**config.mk**
```make
export PLATFORM = sky130hd
export DESIGN_NAME = mem_port_arbiter
export DESIGN_NICKNAME = d
export VERILOG_FILES = /design/src/rtl/mem_port_arbiter.sv
export SDC_FILE = /design/constraint.sdc
export NUM_CORES = 1
export LEC_CHECK = 0
export CORE_MARGIN = 8
export CORE_UTILIZATION = 40
export CTS_CLUSTER_DIAMETER = 120
export DETAILED_ROUTE_END_ITERATION = 6
export PLACE_DENSITY = 0.77
export SLEW_MARGIN = 20
export SYNTH_ARGS = -nofsm -noshare
export SYNTH_HDL_FRONTEND = slang
export SYNTH_SLANG_ARGS = --single-unit
```
**constraint.sdc**
```tcl
create_clock -name clk -period 5.35 [get_ports clk]
set_input_delay 1.07 -clock clk [delete_from_list [all_inputs] [get_ports clk]]
set_output_delay 1.07 -clock clk [all_outputs]
set_load 0.1 [all_outputs]
```
**src/rtl/mem_port_arbiter.sv**
```systemverilog
// Arbitrates one memory port between instruction fetch and data load/store, one access in flight.
// Grant edge N -> mem_en from N+1; ready pulse the cycle after mem_ack; requesters stall until their ready.
module mem_port_arbiter #(
  parameter int TIMEOUT     = 16,
  parameter int MAX_DSTREAK = 2
) (
  input  logic        clk,
  input  logic        reset,
  input  logic        if_req,
  input  logic [31:0] if_addr,
  output logic [31:0] if_rdata,
  output logic        if_ready,
  input  logic        MemRead,
  input  logic        MemWrite,
  input  logic [31:0] d_addr,
  input  logic [31:0] d_wdata,
  output logic [31:0] d_rdata,
  output logic        d_ready,
  output logic        bus_err,
  output logic        mem_en,
  output logic        mem_we,
  output logic [31:0] mem_addr,
  output logic [31:0] mem_wdata,
  input  logic [31:0] mem_rdata,
  input  logic        mem_ack,
  output logic        stall_if,
  output logic        stall_mem
);

  localparam int SW = $clog2(MAX_DSTREAK + 2);
  localparam int WW = $clog2(TIMEOUT + 1);

  typedef enum logic [1:0] {IDLE, IF_ACC, D_ACC} state_t;

  state_t        r_state;
  logic [SW-1:0] r_streak;
  logic [WW-1:0] r_wait;
  logic          r_mem_en;
  logic          r_mem_we;
  logic [31:0]   r_mem_addr;
  logic [31:0]   r_mem_wdata;
  logic [31:0]   r_if_rdata;
  logic [31:0]   r_d_rdata;
  logic          r_if_ready;
  logic          r_d_ready;
  logic          r_bus_err;

  logic w_d_req;
  logic w_d_elig;
  logic w_if_elig;
  logic w_if_turn;

  assign w_d_req   = MemRead | MemWrite;
  assign w_d_elig  = w_d_req & ~r_d_ready;
  assign w_if_elig = if_req & ~r_if_ready;
  assign w_if_turn = (r_streak == SW'(MAX_DSTREAK)) & w_if_elig;

  assign stall_if  = w_if_elig;
  assign stall_mem = w_d_elig;

  assign mem_en    = r_mem_en;
  assign mem_we    = r_mem_we;
  assign mem_addr  = r_mem_addr;
  assign mem_wdata = r_mem_wdata;
  assign if_rdata  = r_if_rdata;
  assign d_rdata   = r_d_rdata;
  assign if_ready  = r_if_ready;
  assign d_ready   = r_d_ready;
  assign bus_err   = r_bus_err;

  always_ff @(posedge clk or posedge reset) begin
    if (reset) begin
      r_state     <= IDLE;
      r_streak    <= '0;
      r_wait      <= '0;
      r_mem_en    <= 1'b0;
      r_mem_we    <= 1'b0;
      r_mem_addr  <= '0;
      r_mem_wdata <= '0;
      r_if_rdata  <= '0;
      r_d_rdata   <= '0;
      r_if_ready  <= 1'b0;
      r_d_ready   <= 1'b0;
      r_bus_err   <= 1'b0;
    end else begin
      r_if_ready <= 1'b0;
      r_d_ready  <= 1'b0;
      r_bus_err  <= 1'b0;
      case (r_state)
        IDLE: begin
          // A data request still high in its own ready cycle is taken as a
          // back-to-back access: it keeps fetch off the bus unless fetch is owed a turn.
          if (w_d_req && !w_if_turn) begin
            if (w_d_elig) begin
              r_state     <= D_ACC;
              r_wait      <= '0;
              r_mem_en    <= 1'b1;
              r_mem_we    <= MemWrite;
              r_mem_addr  <= d_addr;
              r_mem_wdata <= MemWrite ? d_wdata : 32'h0;
              if (w_if_elig) begin
                r_streak <= (r_streak == SW'(MAX_DSTREAK)) ? r_streak : r_streak + SW'(1);
              end else begin
                r_streak <= '0;
              end
            end else if (!w_if_elig) begin
              r_streak <= '0;
            end
          end else if (w_if_elig) begin
            r_state     <= IF_ACC;
            r_wait      <= '0;
            r_mem_en    <= 1'b1;
            r_mem_we    <= 1'b0;
            r_mem_addr  <= if_addr;
            r_mem_wdata <= 32'h0;
            r_streak    <= '0;
          end else begin
            r_streak <= '0;
          end
        end
        IF_ACC, D_ACC: begin
          if (mem_ack) begin
            r_state  <= IDLE;
            r_mem_en <= 1'b0;
            if (r_state == IF_ACC) begin
              r_if_ready <= 1'b1;
              r_if_rdata <= mem_rdata;
            end else begin
              r_d_ready <= 1'b1;
              r_d_rdata <= r_mem_we ? 32'h0 : mem_rdata;
            end
          end else if (r_wait == WW'(TIMEOUT - 1)) begin
            r_state   <= IDLE;
            r_mem_en  <= 1'b0;
            r_bus_err <= 1'b1;
            if (r_state == IF_ACC) begin
              r_if_ready <= 1'b1;
              r_if_rdata <= 32'h0;
            end else begin
              r_d_ready <= 1'b1;
              r_d_rdata <= 32'h0;
            end
          end else begin
            r_wait <= r_wait + WW'(1);
          end
        end
        default: begin
          r_state  <= IDLE;
          r_mem_en <= 1'b0;
        end
      endcase
    end
  end

endmodule

```
Yosys cells after proc, flatten, opt, wreduce, memory -nomap -nowiden
Cells that the tools add are included.
Word-level totals
  register bits after elaboration: 142
  input bits: 134
  word-level logic and storage cells: 99
Operators by class
  add/subtract/negate cells: 2
  equal/unequal tests: 12
  mux-type cells: 53
  bitwise gates (word level): 7
  reductions and logical operators: 13
Operator list (count)
  32-bit 2-to-1 mux: 16
  5-bit 2-to-1 mux: 5
  2-bit 2-to-1 mux: 10
  1-bit 2-to-1 mux: 19
  3-bit != test, second input constant: 5
  3-bit AND reduction: 5
  5-bit one-hot mux with 2 select lines: 1
  2-bit != test, second input constant: 3
  2-bit nonzero test: 3
  5-bit by 1-bit adder with 5-bit output, second input constant: 1
  5-bit by 4-bit equality test with 1-bit output, second input constant: 1
  5-bit AND reduction: 1
  2-bit equality test, second input constant: 2
  2-bit one-hot mux with 2 select lines: 1
  1-bit AND: 3
  1-bit inverter: 3
  2-bit by 1-bit adder with 2-bit output, second input constant: 1
  2-bit by 1-bit equality test with 1-bit output, second input constant: 1
  2-bit zero test: 1
  1-bit one-hot mux with 2 select lines: 1
  2-bit OR reduction: 1
  1-bit logical AND: 1
  1-bit zero test: 1
  1-bit OR: 1

Depth between registers and ports, before layout
  depth after elaboration: 7
  mapped depth: 9
  depth with buffers taken out: 7

Least setup slack after synthesis
Ideal clock, no wire load.
  path type: input -> output
  from: in if_req
  to: out stall_if
  arrival: 1.662 ns
  data required time: 4.280 ns
  setup slack: 2.618 ns
  cell stages on the path: 2
  buffers on the path: 1
  path through: nor2b_1 buf_2
Between the ends
  cells in the longest elaborated chain, start to end: 1
Ends and longest elaborated chain
  start: declaration: line 9  | input logic if_req,
  1-bit AND: line 55  | assign w_if_elig = if_req & ~r_if_ready;
  end: declaration: line 26  | output logic stall_if,
Every way passes these cells.

Final worst setup path
Ends and elaborated chain as after synthesis.

==> results.md <==
- Status: completed
- Commonest non-fill, non-tap cell in the layout: clkdlybuf4s50_1
- Grt total ovfl: 0
- Largest family of logic cells by synthesized area: simple AND/OR/NAND/NOR gates
- R2R Path End: r_state[1]$_DFFE_PP0P_
- DRT Pass-1 Iters: 4
- H-tree depth: 4
- Post-Synth Simple-Gate Area: 16.8%
- Final-report hold violation count: 0
- Worst Path Required: 4.28 ns
- Total GRT Usage: 19.7%
- Clock Tree Root: clkbuf_16
- Met1 GRT Util: 24.6%
- CTS Buffer Depth: 2
- Post-synthesis mux area share: 5.52%
- Worst Setup SP: if_req
- Fmax: 280 MHz
- Drt drc: 0
- Initial DRC count: 288
- Compound-Gate Fraction of Synth Area: 13.4%
- CP endpoint kind: output port
- Max-Cap Viols: 0
- Syn_area_per_cell: 9.81 sq um
- Height of the chip: 138 microns
- Final Slew Violations: 0
- Initial antenna violation count: 0
- Layout area overhead: 57.2%
- CP max-delay cell: nor2b_1
- Seq/Total Area, Yosys: 59.4%
- Synth Flop Type: dfrtp_1
- Reg-to-reg startpoint: r_wait[0]$_DFFE_PP0P_
- Tcrit/Tclk final: 66.9%
- Worst path buffer plus inverter count: 2
- Worst slew pin tran: 1.06 ns
- Minimum clock period after layout: 3.58 ns
- Reg2Reg Depth: 7
- Port Buffers: 268
- Crit-path cells: clkdlybuf4s50_1, nor2b_1, buf_4
- Leading cell types in the layout, fill and taps excluded: clkdlybuf4s50_1, nand2_1, dfrtp_1
- Post CTS Setup Buffer Count: 0
- Stages on worst setup path: 3
- Avg WL per Cell: 18.0 microns
- Die area: 19100 sq um
- CORE AREA: 14600 sq um
- Max Clock Skew: 0.00580 ns
- CP arrival: 2.51 ns
- Post-synth ARST share: 100%
- CTS Sinks: 142
- Post-Route WL: 19.0 mm
- Site Rows: 44
- Yosys cell types: 44
- Fillers: 1218
- First-pass GRT wire length: 29.9 mm
- Largest net degree at the start of global routing: 100
- Via count: 5264
- XOR/XNOR share of the synthesized area: 0%
- Final RePlAce weighted congestion: 0.761
- FF/Latch Area: 3550 sq um
- Syn Inst Count: 610
- Die W: 138 microns
- Max incr delay on CP: 0.56 ns
- Area of the multi-input gates: 2210 sq um
- Skew-Pair Late Insertion Delay: 0.42 ns
- Hold/Removal Path Class: reg -> reg
- Number of global-route vias before repair: 5259
- Antenna Nets Post-Route: 0
- Number of enable flip-flop cells after synthesis: 0
- Routing usage on met3: 8.73%
- Crit-path leading delay family: buffers and inverters
- Crit Path Max Fanout: 8
- Final nets: 1001
- Starting density of the core: 41.0%
- Worst Setup EP: stall_if
- Vias per inst: 4.97
- Register-to-register setup slack: 2.82 ns
- FF+latch count, synth: 142
- Share of layout cells above drive strength 1: 5.83%
- RSZ-0062 raised after global routing: false
- Most Used Layer, Global Route: met2
- Setup_tns: 0 ns
- Num CTS Buffers: 17
- I/O pin cnt: 269
- Synth Cell Area: 5990 sq um
- Met2 Track Usage GR: 30.1%
- HPWL after DPL: 13.9 mm
- Hold Buf Count CTS: 0
- Synth Area in Adders: 1.05%
- Ant diodes: 0
- Syn_nets: 749
- Worst setup path category: in -> out
- CTS tree: built
- CTS resizes: 0
- Setup violators final: 0
- Worst Setup Start Kind: input port
- Rel. slew slack: 29.3%
- Clock transition at path regs: 0.06 ns
- Ys Warns: 0
==> layout make-up <==
class | count | area share [%]
flip-flops and latches | 142 | 37.8
repair buffers | 278 | 29.3
multi-input cells | 414 | 23.5
clock buffers | 18 | 4.56
well taps | 184 | 2.45
clock inverters | 14 | 2.02
inverters | 9 | 0.412
==> through the flow <==
step / setup slack (ns) / hold slack [ns] / utilization [%] / area (sq um) / std cells
3_3_place_gp: 1.80 / 0.449 / 60.2 / 8790 / 1027
5_1_grt: 1.69 / 0.485 / 64.5 / 9410 / 1059
4_1_cts: 1.77 / 0.467 / 64.5 / 9410 / 1059
6_report: 1.77 / 0.463 / 64.5 / 9410 / 1059
3_5_place_dp: 1.79 / 0.454 / 60.2 / 8790 / 1027
2_1_floorplan: 0.470 / 0.452 / - / 5990 / 610
==> worst min path at each step <==
stage | endpoint | slack, ns | cells after the start | startpoint
6_report | mem_wdata[19]$_DFFE_PP0P_ | 0.46 | 2 | mem_wdata[19]$_DFFE_PP0P_
3_5_place_dp | mem_wdata[20]$_DFFE_PP0P_ | 0.45 | 2 | mem_wdata[20]$_DFFE_PP0P_
5_1_grt | mem_wdata[20]$_DFFE_PP0P_ | 0.49 | 2 | mem_wdata[20]$_DFFE_PP0P_
2_1_floorplan | r_streak[1]$_DFFE_PP0P_ | 0.45 | 2 | r_streak[1]$_DFFE_PP0P_
4_1_cts | mem_wdata[13]$_DFFE_PP0P_ | 0.47 | 2 | mem_wdata[13]$_DFFE_PP0P_
3_3_place_gp | mem_wdata[10]$_DFFE_PP0P_ | 0.45 | 2 | mem_wdata[10]$_DFFE_PP0P_
==> flip-flops by register name (all words and copies together) (netlist names) <==
register and cells:
mem_we 1, bus_err 1, r_streak 2, d_ready 1, r_wait 5, d_rdata 32, r_state 2, mem_wdata 32
mem_en 1, mem_addr 32, if_ready 1, if_rdata 32
==> synth_stat cells, types with 2 or more instances <==
library cell	count	area, sq um
ha_1	5	62.6
o31ai_1	32	240
o21ba_2	2	20.0
o21ai_0	64	320
buf_4	4	30.0
o211ai_1	2	15.0
clkbuf_1	32	120
o21ai_1	7	35.0
inv_1	9	33.8
a21oi_1	6	30.0
and3b_1	2	17.5
buf_1	3	11.3
dfrtp_1	142	3550
mux2i_1	33	330
nand3_1	33	165
nor2_1	3	11.3
nand2_1	200	751
buf_2	5	25.0
==> worst min-delay path, cell delays in order (launching register included) <==
cell and delay, ns:
dfrtp_1 0.34, nand2_1 0.05, nand2_1 0.05
==> layer usage <==
metal,wire [microns],part of all wire [%],vias to the layer above
li1,-,-,2569
met1,8260,43,2447
met2,8670,46,229
met3,1840,9.6,19
met4,256,1.3,0
met5,0,0,-
==> cell families (layout without fill, tap and decap cells) <==
logic type	Yosys count	after routing
compound gates	129	129
fa+ha+maj	5	5
buf+inv	54	319
flops	142	142
mux	33	33
simple gates	247	247
Power is left out: the tool's default activity adds up to more than one toggle a clock period on the data nets, which glitch-free logic cannot reach.
